## src/rtl/alu_pkg.sv

```systemverilog
// Shared types and defaults for the ALU requester: opcodes, response status,
// FSM states and the packed response word held in the response buffer.
package alu_pkg;

   typedef enum logic [2:0] {
      OP_NOP = 3'b000,
      OP_ADD = 3'b001,
      OP_AND = 3'b010,
      OP_XOR = 3'b011,
      OP_MUL = 3'b100
   } op_e;

   typedef enum logic [1:0] {
      ST_OK      = 2'b00,
      ST_TIMEOUT = 2'b01,
      ST_ILLEGAL = 2'b10
   } status_e;

   typedef enum logic [1:0] {
      IDLE,
      BUSY,
      GAP
   } state_e;

   localparam int DEF_TIMEOUT_CYCLES = 15;
   localparam int DEF_RSP_DEPTH      = 2;
   localparam int RSP_W              = 21;

   typedef struct packed {
      logic [15:0] result;
      logic [2:0]  op;
      status_e     status;
   } rsp_t;

   // Only add/and/xor/mul are forwarded to the ALU.
   function automatic logic is_alu_op(input logic [2:0] op);
      return (op != 3'(OP_NOP)) && (op <= 3'(OP_MUL));
   endfunction

endpackage

```

## src/rtl/alu_rsp_fifo.sv

```systemverilog
// Response buffer: power-of-two deep FIFO with combinational head output.
// Storage is cleared on reset so the head fields read zero while in reset.
module alu_rsp_fifo
   import alu_pkg::*;
#(
   parameter int WIDTH = RSP_W,
   parameter int DEPTH = DEF_RSP_DEPTH
) (
   input  logic             clk,
   input  logic             reset_n,
   input  logic             push,
   input  logic [WIDTH-1:0] push_data,
   input  logic             pop,
   output logic [WIDTH-1:0] pop_data,
   output logic             full,
   output logic             empty
);

   localparam int AW = $clog2(DEPTH);

   logic [DEPTH-1:0][WIDTH-1:0] mem;
   logic [AW-1:0]               wr_ptr;
   logic [AW-1:0]               rd_ptr;
   logic [AW:0]                 count;
   logic                        do_push;
   logic                        do_pop;

   assign empty   = (count == '0);
   assign full    = (count == (AW+1)'(DEPTH));
   assign do_pop  = pop && !empty;
   // A push into a full buffer is only legal when the head leaves the same cycle.
   assign do_push = push && (!full || do_pop);
   assign pop_data = mem[rd_ptr];

   always_ff @(posedge clk or negedge reset_n) begin
      if (!reset_n) begin
         mem    <= '0;
         wr_ptr <= '0;
         rd_ptr <= '0;
         count  <= '0;
      end else begin
         if (do_push) begin
            mem[wr_ptr] <= push_data;
            wr_ptr      <= wr_ptr + 1'b1;
         end
         if (do_pop)
            rd_ptr <= rd_ptr + 1'b1;
         case ({do_push, do_pop})
            2'b10:   count <= count + 1'b1;
            2'b01:   count <= count - 1'b1;
            default: count <= count;
         endcase
      end
   end

endmodule

```

## src/rtl/alu_requester.sv

```systemverilog
// Issues commands to a handshake ALU, bounds each request with a timeout and
// queues one response per accepted command, including no_op and illegal ops.
module alu_requester
   import alu_pkg::*;
#(
   parameter int TIMEOUT_CYCLES = DEF_TIMEOUT_CYCLES,
   parameter int RSP_DEPTH      = DEF_RSP_DEPTH
) (
   input  logic        clk,
   input  logic        reset_n,
   input  logic        cmd_valid,
   output logic        cmd_ready,
   input  logic [2:0]  cmd_op,
   input  logic [7:0]  cmd_a,
   input  logic [7:0]  cmd_b,
   output logic [7:0]  alu_A,
   output logic [7:0]  alu_B,
   output logic [2:0]  alu_op,
   output logic        alu_start,
   input  logic        alu_done,
   input  logic [15:0] alu_result,
   output logic        rsp_valid,
   input  logic        rsp_ready,
   output logic [15:0] rsp_result,
   output logic [2:0]  rsp_op,
   output logic [1:0]  rsp_status
);

   state_e             state;
   state_e             next_state;
   logic [7:0]         wait_cnt;
   logic               accept;
   logic               accept_alu;
   logic               timeout;
   logic               push;
   logic               pop;
   logic               fifo_full;
   logic               fifo_empty;
   rsp_t               push_rsp;
   rsp_t               head_rsp;
   logic [RSP_W-1:0]   head_bits;

   assign accept     = cmd_valid && cmd_ready;
   assign accept_alu = accept && is_alu_op(cmd_op);
   // wait_cnt holds the start cycles already elapsed, so this is the last allowed one.
   assign timeout    = (wait_cnt == 8'(TIMEOUT_CYCLES - 1));
   assign alu_start  = (state == BUSY);

   always_comb begin
      next_state = state;
      cmd_ready  = 1'b0;
      push       = 1'b0;
      push_rsp   = '0;
      case (state)
         IDLE: begin
            // Admission reserves a buffer slot, so the later ALU push cannot overflow.
            cmd_ready = !fifo_full;
            if (accept) begin
               if (is_alu_op(cmd_op)) begin
                  next_state = BUSY;
               end else begin
                  push            = 1'b1;
                  push_rsp.result = 16'h0000;
                  push_rsp.op     = cmd_op;
                  push_rsp.status = (cmd_op == 3'(OP_NOP)) ? ST_OK : ST_ILLEGAL;
               end
            end
         end
         BUSY: begin
            if (alu_done) begin
               push            = 1'b1;
               push_rsp.result = alu_result;
               push_rsp.op     = alu_op;
               push_rsp.status = ST_OK;
               next_state      = GAP;
            end else if (timeout) begin
               push            = 1'b1;
               push_rsp.result = 16'h0000;
               push_rsp.op     = alu_op;
               push_rsp.status = ST_TIMEOUT;
               next_state      = GAP;
            end
         end
         GAP:     next_state = IDLE;
         default: next_state = IDLE;
      endcase
   end

   always_ff @(posedge clk or negedge reset_n) begin
      if (!reset_n) begin
         state    <= IDLE;
         wait_cnt <= 8'd0;
         alu_A    <= 8'd0;
         alu_B    <= 8'd0;
         alu_op   <= 3'd0;
      end else begin
         state <= next_state;
         if (state == BUSY && next_state == BUSY)
            wait_cnt <= wait_cnt + 8'd1;
         else
            wait_cnt <= 8'd0;
         // Operands only move on ALU-op acceptance and are frozen through BUSY.
         if (accept_alu) begin
            alu_A  <= cmd_a;
            alu_B  <= cmd_b;
            alu_op <= cmd_op;
         end
      end
   end

   assign pop = rsp_valid && rsp_ready;

   alu_rsp_fifo #(
      .WIDTH (RSP_W),
      .DEPTH (RSP_DEPTH)
   ) u_rsp_fifo (
      .clk       (clk),
      .reset_n   (reset_n),
      .push      (push),
      .push_data (push_rsp),
      .pop       (pop),
      .pop_data  (head_bits),
      .full      (fifo_full),
      .empty     (fifo_empty)
   );

   assign head_rsp   = rsp_t'(head_bits);
   assign rsp_valid  = !fifo_empty;
   assign rsp_result = head_rsp.result;
   assign rsp_op     = head_rsp.op;
   assign rsp_status = head_rsp.status;

endmodule

```

## config.mk

```make
export PLATFORM = sky130hd
export DESIGN_NAME = alu_requester
export DESIGN_NICKNAME = d
export VERILOG_FILES = /design/src/rtl/alu_pkg.sv /design/src/rtl/alu_rsp_fifo.sv /design/src/rtl/alu_requester.sv
export SDC_FILE = /design/constraint.sdc
export NUM_CORES = 1
export LEC_CHECK = 0
export CORE_MARGIN = 2
export CORE_UTILIZATION = 45
export DETAILED_ROUTE_END_ITERATION = 16
export PLACE_DENSITY = 0.73
export SETUP_SLACK_MARGIN = 0.4
export SKIP_CTS_REPAIR_TIMING = 1
export SYNTH_ARGS = -nofsm -noshare
export SYNTH_HDL_FRONTEND = slang
export SYNTH_SLANG_ARGS = --single-unit
```

## constraint.sdc

```tcl
create_clock -name clk -period 2.58 [get_ports clk]
set_input_delay 0.774 -clock clk [delete_from_list [all_inputs] [get_ports clk]]
set_output_delay 0.774 -clock clk [all_outputs]
set_load 0.01 [all_outputs]
```

; ---- After elaboration in Yosys (flattened, before gate mapping)
; Cells that the tools add are included.
[op_classes]
n_eq_ne = 6
muxes = 24
reduce_logical = 16
n_lt_le_gt_ge = 4
add_sub_neg = 5
[ops]
columns = op, count
row1 = 21-bit 2-to-1 mux, 4
row2 = 42-bit bitwise mux, 1
row3 = 21-bit case mux with 2 select lines, 1
row4 = 21-bit demux with 1-bit select, 1
row5 = 5-bit 2-to-1 mux, 3
row6 = 2-bit 2-to-1 mux, 5
row7 = "8-bit by 1-bit adder with 8-bit output, second input constant", 1
row8 = "8-bit by 4-bit equality test with 1-bit output, second input constant", 1
row9 = 1-bit logical AND, 8
row10 = 8-bit 2-to-1 mux, 1
row11 = 2-bit case mux with 2 select lines, 2
row12 = "2-bit by 1-bit equality test with 1-bit output, second input constant", 3
row13 = 1-bit 2-to-1 mux, 5
row14 = "2-bit equality test, second input constant", 2
row15 = 2-bit logical NOT, 2
row16 = "1-bit by 2-bit < comparator with 1-bit output, second input constant", 2
row17 = "3-bit less-or-equal comparator, second input constant", 1
row18 = 3-bit logical NOT, 1
row19 = 3-bit nonzero test, 1
row20 = "1-bit adder, second input constant", 2
row21 = "2-bit by 1-bit adder with 2-bit output, second input constant", 1
row22 = 1-bit logical NOT, 2
row23 = 1-bit case mux with 2 select lines, 1
row24 = 2-bit nonzero test, 1
row25 = other kinds (3), 3
[totals]
elab_cells = 65
regBits = 75
inputBits = 40
output_inout_bits = 43

; ---- Logic depth before layout (Yosys ltp)
; Gate-level depths: netlist (run 1).
[depth]
ltp_word = 9
ltp_mapped = 10
ltp_nobuf = 10

; ---- Modules after synthesis
; Synthesis (run 1) repeated with hierarchy kept, for this count alone.
[unflattened]
hier_cells = 263
area_unflattened_um2 = 3699.8
[by_module_without_submodules]
columns = module, seq_area_each_um2, instances, cells_each, area_per_inst_um2
row1 = alu_rsp_fifo, 1151.1, 1, 138, 2208.4
row2 = alu_requester, 725.7, 1, 125, 1491.4

; ---- Worst setup path before layout (run 1)
; No wires, ideal clock.
[synth_path]
kind = in2reg
start = input port cmd_op[0]
end = register u_rsp_fifo.mem[33] in the netlist's numbering
n_path_buf = 1
path_stages = 7
t_arrival_ns = 2.864
setup_ns = 0.125
slack_ns = -0.409
path_cell_list = or2_2 -> ha_1 -> nor2b_1 -> a31oi_4 -> a2111oi_4 -> buf_8 -> mux2_4
[synth_via]
elab_chain_len = 6
word_cells_on_any_way = 7
cone_classes = order compare (1) / mux (3) / reduce/logical (3)
[synth_lines]
columns = element, line
row1 = from (decl), alu_requester.sv:13  ; input logic [2:0] cmd_op,
row2 = 3-bit less-or-equal comparator or 3-bit nonzero test (tied branches), alu_pkg.sv:37  ; return (op != 3'(OP_NOP)) && (op <= 3'(OP_MUL));
row3 = 1-bit logical AND (*), alu_pkg.sv:37
row4 = 1-bit 2-to-1 mux (*), alu_requester.sv:59  ; if (is_alu_op(cmd_op)) begin
row5 = 1-bit 2-to-1 mux (*), alu_requester.sv:58  ; if (accept) begin
row6 = 1-bit case mux with 2 select lines (*), alu_requester.sv:54  ; case (state)
row7 = 1-bit logical AND (*), alu_rsp_fifo.sv:32  ; assign do_push = push && (!full || do_pop);
row8 = "to (signal, indexed assignment)", alu_rsp_fifo.sv:43  ; mem[wr_ptr] <= push_data;
row9 = to (decl), alu_rsp_fifo.sv:21  ; logic [DEPTH-1:0][WIDTH-1:0] mem;
; Every way passes the cells marked *; elsewhere a longest branch is shown, timed or not.
; A chain may end at the register's enable or synchronous reset.

; ---- Worst setup path after layout (run 1)
[layout_path]
start = register u_rsp_fifo.rd_ptr
end = output port rsp_result[3]
[layout_via]
elab_chain_len = 2
[layout_lines]
columns = element, line
row1 = from (decl), alu_rsp_fifo.sv:23  ; logic [AW-1:0] rd_ptr;
row2 = from (signal assigned), alu_rsp_fifo.sv:47  ; rd_ptr <= rd_ptr + 1'b1;
row3 = 21-bit 2-to-1 mux (not written as such) (2 in series), alu_rsp_fifo.sv:33  ; assign pop_data = mem[rd_ptr];
row4 = to (decl), alu_requester.sv:24  ; output logic [15:0] rsp_result,
; Every way passes these cells. The select of a mux whose other input is x is not followed.

==> results.ini, run 1 <==
[global_route]
gr-total-overflow = 0
grt_pass1_vias = 2522
antenna_found_initial = 0
grt_pass1_wl_um = 11740
grt_max_degree = 76
track_usage_pct = 17.68

[sta]
setup_viol = 0
finalCritPeriodShare_pct = 93.81
hold_violations = 0
drv_slew = 0
layout_setup_ws_ns = 0.1596
fmax_ghz = 0.4132
finalSetupTns_ns = 0
fin_skew_ns = 0.009923
whs_ns = 0.4245
tightestPinTransition_ns = 0.3968
fin_crit_ns = 2.420
rsz0062_at_grt = true
slew_headroom_pct = 73.54

[critical_path]
crit_chain = buf_4, buf_6, buf_12, mux2_2, dlymetal6s2s_1
path_class = flip-flop to output pin
timing.rr.end = u_rsp_fifo.mem[29]
r2r_slack_ns = 0.26
required_ns = 1.81
worst_path_max_delay_cell = dfrtp_2
r2r_cells = 8
critPathMaxFanout = 6
start_kind = flip-flop
critPathMaxStageDelay_ns = 0.45
crit_family = buffers and inverters
crit_buf_inv = 4
timing.rr.start = wait_cnt[0]
crit_arrival_ns = 1.65
endpoint_kind = output pin

[routing]
first_pass_iters = 4
antenna_left = 0
num_vias = 2505
drt_iter0_drc = 85
avgViaCountPerCell = 5.071
drc = 0
wl_per_cell_um = 17.39
drt-total-wl_um = 8592

[power]
vdd_drop_max_mv = 0.6528
p_per_area_mw_per_mm2 = 1079
p_leak_uw = 0.002553

[layout]
fillCellCount = 536
final_util_pct = 69.26
multiInputGateArea_mm2 = 0.001670
syn_to_final_growth_pct = 51.20
fin_nets = 431
n_antenna_cell = 0
drive_gt1_share_pct = 40.56
regArea_mm2 = 0.001882
stdcell_area_mm2 = 0.005269

[yosys]
synth_ff_type = dfrtp_1
synth.largest_area_cell = dfrtp_1
synth.distinct_cells = 38
yosys.cell_count.top_type = dfrtp_1
synth.ff_latch_count = 75
yosysTopAreaCellShare_pct = 53.86
synth-edff-count = 0
yosys-top-cells-area = dfrtp_1 54%, mux2_2 20%, mux2_4 3.4%
synth_common_cells = 75 x dfrtp_1, 62 x mux2_2, 17 x and2_1
async_flop_share_pct = 100.0
synth_cells = 265
ys_warn_count = 0
synth_seq_area_share_pct = 53.86
syn_avg_cell_area_um2 = 13.15
synth_nets = 309
syn-cell-area_mm2 = 0.003485

[clocking]
cts.path.max_buffers = 2
cts_tree = built
cts_sinks = 75
clk_latency_ns = 0.35
numCtsBuffers = 9
h-tree-depth = 3
path_clk_slew_ns = 0.08
cts_root_buffer = clkbuf_8

[floorplanning]
core-area_mm2 = 0.007607
die_h_um = 92.00
num_rows = 32
die_w_um = 92.00
ios = 83
fp.dieArea_mm2 = 0.008463
initial_core_util_pct = 45.81

[placed_design]
gp_congestion = 0.7604
port_buffers = 82
dp_hpwl_um = 4650
pre_cts_ws_ns = -0.5064
placed_cell_area_mm2 = 0.004573

[status]
status = complete, no violations

[run]
drv_cap = 0

[hold_path]
worst_hold_path_type = primary input to async pin

[cell usage in the layout, fill, tap and decap left out, drive strengths merged, types with 2 or more instances in the layout]
cell / instances
and2: 18
mux2: 70
nor2: 13
buf: 38
nand2b: 2
nor3: 4
inv: 10
a32o: 2
a21boi: 2
xor2: 5
dlymetal6s2s: 13
or2: 3
dfrtp: 75
mux2i: 4
o2bb2ai: 4
clkbuf: 28
ha: 4
clkdlybuf4s50: 54
nand3: 5
nand2: 13
bufinv: 2
xnor2: 6
o21ai: 5
[sequential cells by signal (all words and copies together) (netlist names)]
signal / count
state: 2
alu_B: 8
alu_op: 3
wait_cnt: 8
u_rsp_fifo.rd_ptr: 1
u_rsp_fifo.mem: 42
u_rsp_fifo.count: 2
alu_A: 8
u_rsp_fifo.wr_ptr: 1
[worst reg2reg max path: cells and delay by family, from the launching register on]
| kind | cells | cell delay, ns |
|---|---|---|
| adders and majority gates | 1 | 0.14 |
| DFF | 1 | 0.41 |
| buffers and inverters | 3 | 0.43 |
| and+or+nand+nor | 2 | 0.53 |
| muxes | 1 | 0.30 |
| AOI/OAI and AO/OA | 1 | 0.40 |
[routing by layer]
metal / global-route usage, % / vias to the layer above / share of wire, %
li1: - / 1159 / -
met5: 0 / - / 0
met4: 6.965 / 0 / 1.7
met2: 28.06 / 80 / 51
met1: 22.16 / 1252 / 41
met3: 6.327 / 14 / 6.5
[final cells by class]
cell class	count	area share, %
Clock inverter	4	1.377
Timing Repair Buffer	121	25.12
Inverter	10	0.7124
Clock buffer	12	2.945
Sequential cell	75	35.72
Tap cell	102	2.422
Multi-Input combinational cell	170	31.70
[through the flow]
step	std cells	power [uW]
3_5_place_dp	454	4080
4_1_cts	470	5126
2_1_floorplan	265	3039
3_3_place_gp	454	4032
5_1_grt	494	6012
6_report	494	5686
[power breakdown]
group	total, uW	internal, uW	switching, uW
combinational	2750	1710	1040
clock	1030	597	437
sequential	1900	1610	287
total	5690	3920	1760
[worst max path at each step]
| stage | from | endpoint | cells after the start |
|---|---|---|---|
| CTS | cmd_op[0] | u_rsp_fifo.mem[27] | 8 |
| global placement | cmd_op[0] | u_rsp_fifo.mem[28] | 8 |
| floorplan | cmd_op[0] | u_rsp_fifo.mem[33] | 7 |
| global route | u_rsp_fifo.rd_ptr | rsp_result[3] | 5 |
| finish | u_rsp_fifo.rd_ptr | rsp_result[3] | 5 |
| detailed placement | cmd_op[0] | u_rsp_fifo.mem[27] | 8 |
[cell families (layout without fill, tap and decap cells)]
| family | Yosys count | count (layout) | synth area share [%] |
|---|---|---|---|
| buf+inv | 20 | 147 | 2.764 |
| mux | 74 | 74 | 24.63 |
| compound gates | 17 | 17 | 4.596 |
| simple gates | 64 | 64 | 9.947 |
| xor+xnor | 11 | 11 | 2.765 |
| fa+ha+maj | 4 | 4 | 1.436 |
| flops | 75 | 75 | 53.86 |
Power figures use the tool's default switching activity.
==> run 2, diff against run 1 <==
Settings changed: CORE_UTILIZATION 45 to 42, CTS_CLUSTER_DIAMETER set to 30, PLACE_DENSITY 0.73 to 0.69.
==> run 2 against run 1 <==
Compared with the run above: maximum frequency down 3.1%; flip-flop and latch count unchanged; sequential share of layout area increased by 0.56 points; first-iteration DRC count down 11%; setup slack lost 0.077 ns; count of clock-buffer cells in the layout shrank 3; critical path type unchanged; largest cell class unchanged; largest power group unchanged; highest routed layer unchanged.
==> results.ini, run 2 (synthesized netlist as in run 1, its figures left out) <==
[status]
status = complete, no violations

[clocking]
cts.path.max_buffers = 2
h-tree-depth = 3
path_clk_slew_ns = 0.09
clk_latency_ns = 0.35
cts_sinks = 75
cts_root_buffer = clkbuf_8
numCtsBuffers = 9
cts_tree = built

[global_route]
antenna_found_initial = 0
grt_pass1_vias = 2528
grt_pass1_wl_um = 11740
gr-total-overflow = 0
track_usage_pct = 16.80
grt_max_degree = 57

[run]
drv_cap = 0

[placed_design]
gp_congestion = 0.7251
port_buffers = 82
dp_hpwl_um = 4847
placed_cell_area_mm2 = 0.004577

[critical_path]
timing.rr.end = u_rsp_fifo.mem[40]
crit_arrival_ns = 1.72
start_kind = flip-flop
path_class = flip-flop to output pin
r2r_slack_ns = 0.40
endpoint_kind = output pin
r2r_cells = 8
critPathMaxFanout = 20
timing.rr.start = wait_cnt[0]
required_ns = 1.81

[hold_path]
worst_hold_path_type = primary input to async pin

[layout]
largest_reg_flops = 42
syn_to_final_growth_pct = 48.87
stdcell_area_mm2 = 0.005187
layout_common_cells = 71 x dfrtp_1, 56 x clkdlybuf4s50_1, 36 x mux2_2, 34 x mux2_4, 23 x dlymetal6s2s_1
fin_nets = 421
n_antenna_cell = 0
drive_gt1_share_pct = 36.91
largest-register = u_rsp_fifo.mem
final_util_pct = 63.77
final_common_cell = dfrtp_1

[power]
p_per_area_mw_per_mm2 = 1025
p_leak_uw = 0.002624
vdd_drop_max_mv = 0.5376

[routing]
drt-total-wl_um = 7984
antenna_left = 0
avgViaCountPerCell = 4.949
num_vias = 2410
first_pass_iters = 4
drc = 0
wl_per_cell_um = 16.39
drt_iter0_drc = 76

[sta]
tightestPinTransition_ns = 0.3364
slew_headroom_pct = 77.57
finalSetupTns_ns = 0
hold_violations = 0
fin_crit_ns = 2.498
fin_skew_ns = 0.01080
setup_viol = 0
fmax_ghz = 0.4003
drv_slew = 0
finalCritPeriodShare_pct = 96.82
rsz0062_at_grt = true

[floorplanning]
initial_core_util_pct = 42.84
die_w_um = 95.09
fp.dieArea_mm2 = 0.009041
num_rows = 33
ios = 83
core-area_mm2 = 0.008134
die_h_um = 95.09

[run 2: worst max path at each step]
stage | endpoint | cells past startpoint | startpoint
global placement | u_rsp_fifo.mem[27] | 8 | cmd_op[0]
CTS | rsp_result[4] | 3 | u_rsp_fifo.rd_ptr
detailed placement | u_rsp_fifo.mem[28] | 8 | cmd_op[0]
finish | rsp_result[9] | 3 | u_rsp_fifo.rd_ptr
global route | rsp_result[9] | 3 | u_rsp_fifo.rd_ptr
floorplan | u_rsp_fifo.mem[33] | 7 | cmd_op[0]
[run 2: critical path, stage by stage (launching register included)]
cell,delay [ns]
dfrtp_2,0.39
buf_12,0.17
mux2_2,0.35
clkdlybuf4s50_1,0.48
[run 2: per-stage QoR]
stage / setup slack, ns / hold WS (ns) / total power, uW / cells
3_5_place_dp: -0.4689 / 0.4886 / 4083 / 457
5_1_grt: 0.04425 / 0.3070 / 5627 / 487
2_1_floorplan: -0.1677 / 0.4536 / 3039 / 265
4_1_cts: -0.1571 / 0.2976 / 5024 / 473
3_3_place_gp: -0.4388 / 0.4750 / 4043 / 457
6_report: 0.08215 / 0.2974 / 5316 / 487
[run 2: layout make-up]
class,count,area (um2)
timing repair buffer,111,1256
fill,652,2947
clock inverter,7,76.32
inverter,10,37.54
tap,105,131.4
sequential,75,1882
clock buffer,9,123.9
multi-input combinational,170,1680
[run 2: layer usage]
layer | vias to the layer above | routed length (um) | global-route usage [%]
met5 | - | 0 | 0
met3 | 8 | 589 | 4.980
li1 | 1141 | - | -
met4 | 0 | 90 | 6.159
met1 | 1182 | 3562 | 21.47
met2 | 79 | 3741 | 27.05
[run 2: report_power, final]
part           internal (uW)  total [uW]  switching (uW)  leakage, uW
clock                    451         903             452    0.0000958
combinational           1560        2530             964      0.00155
sequential              1610        1890             272     0.000978
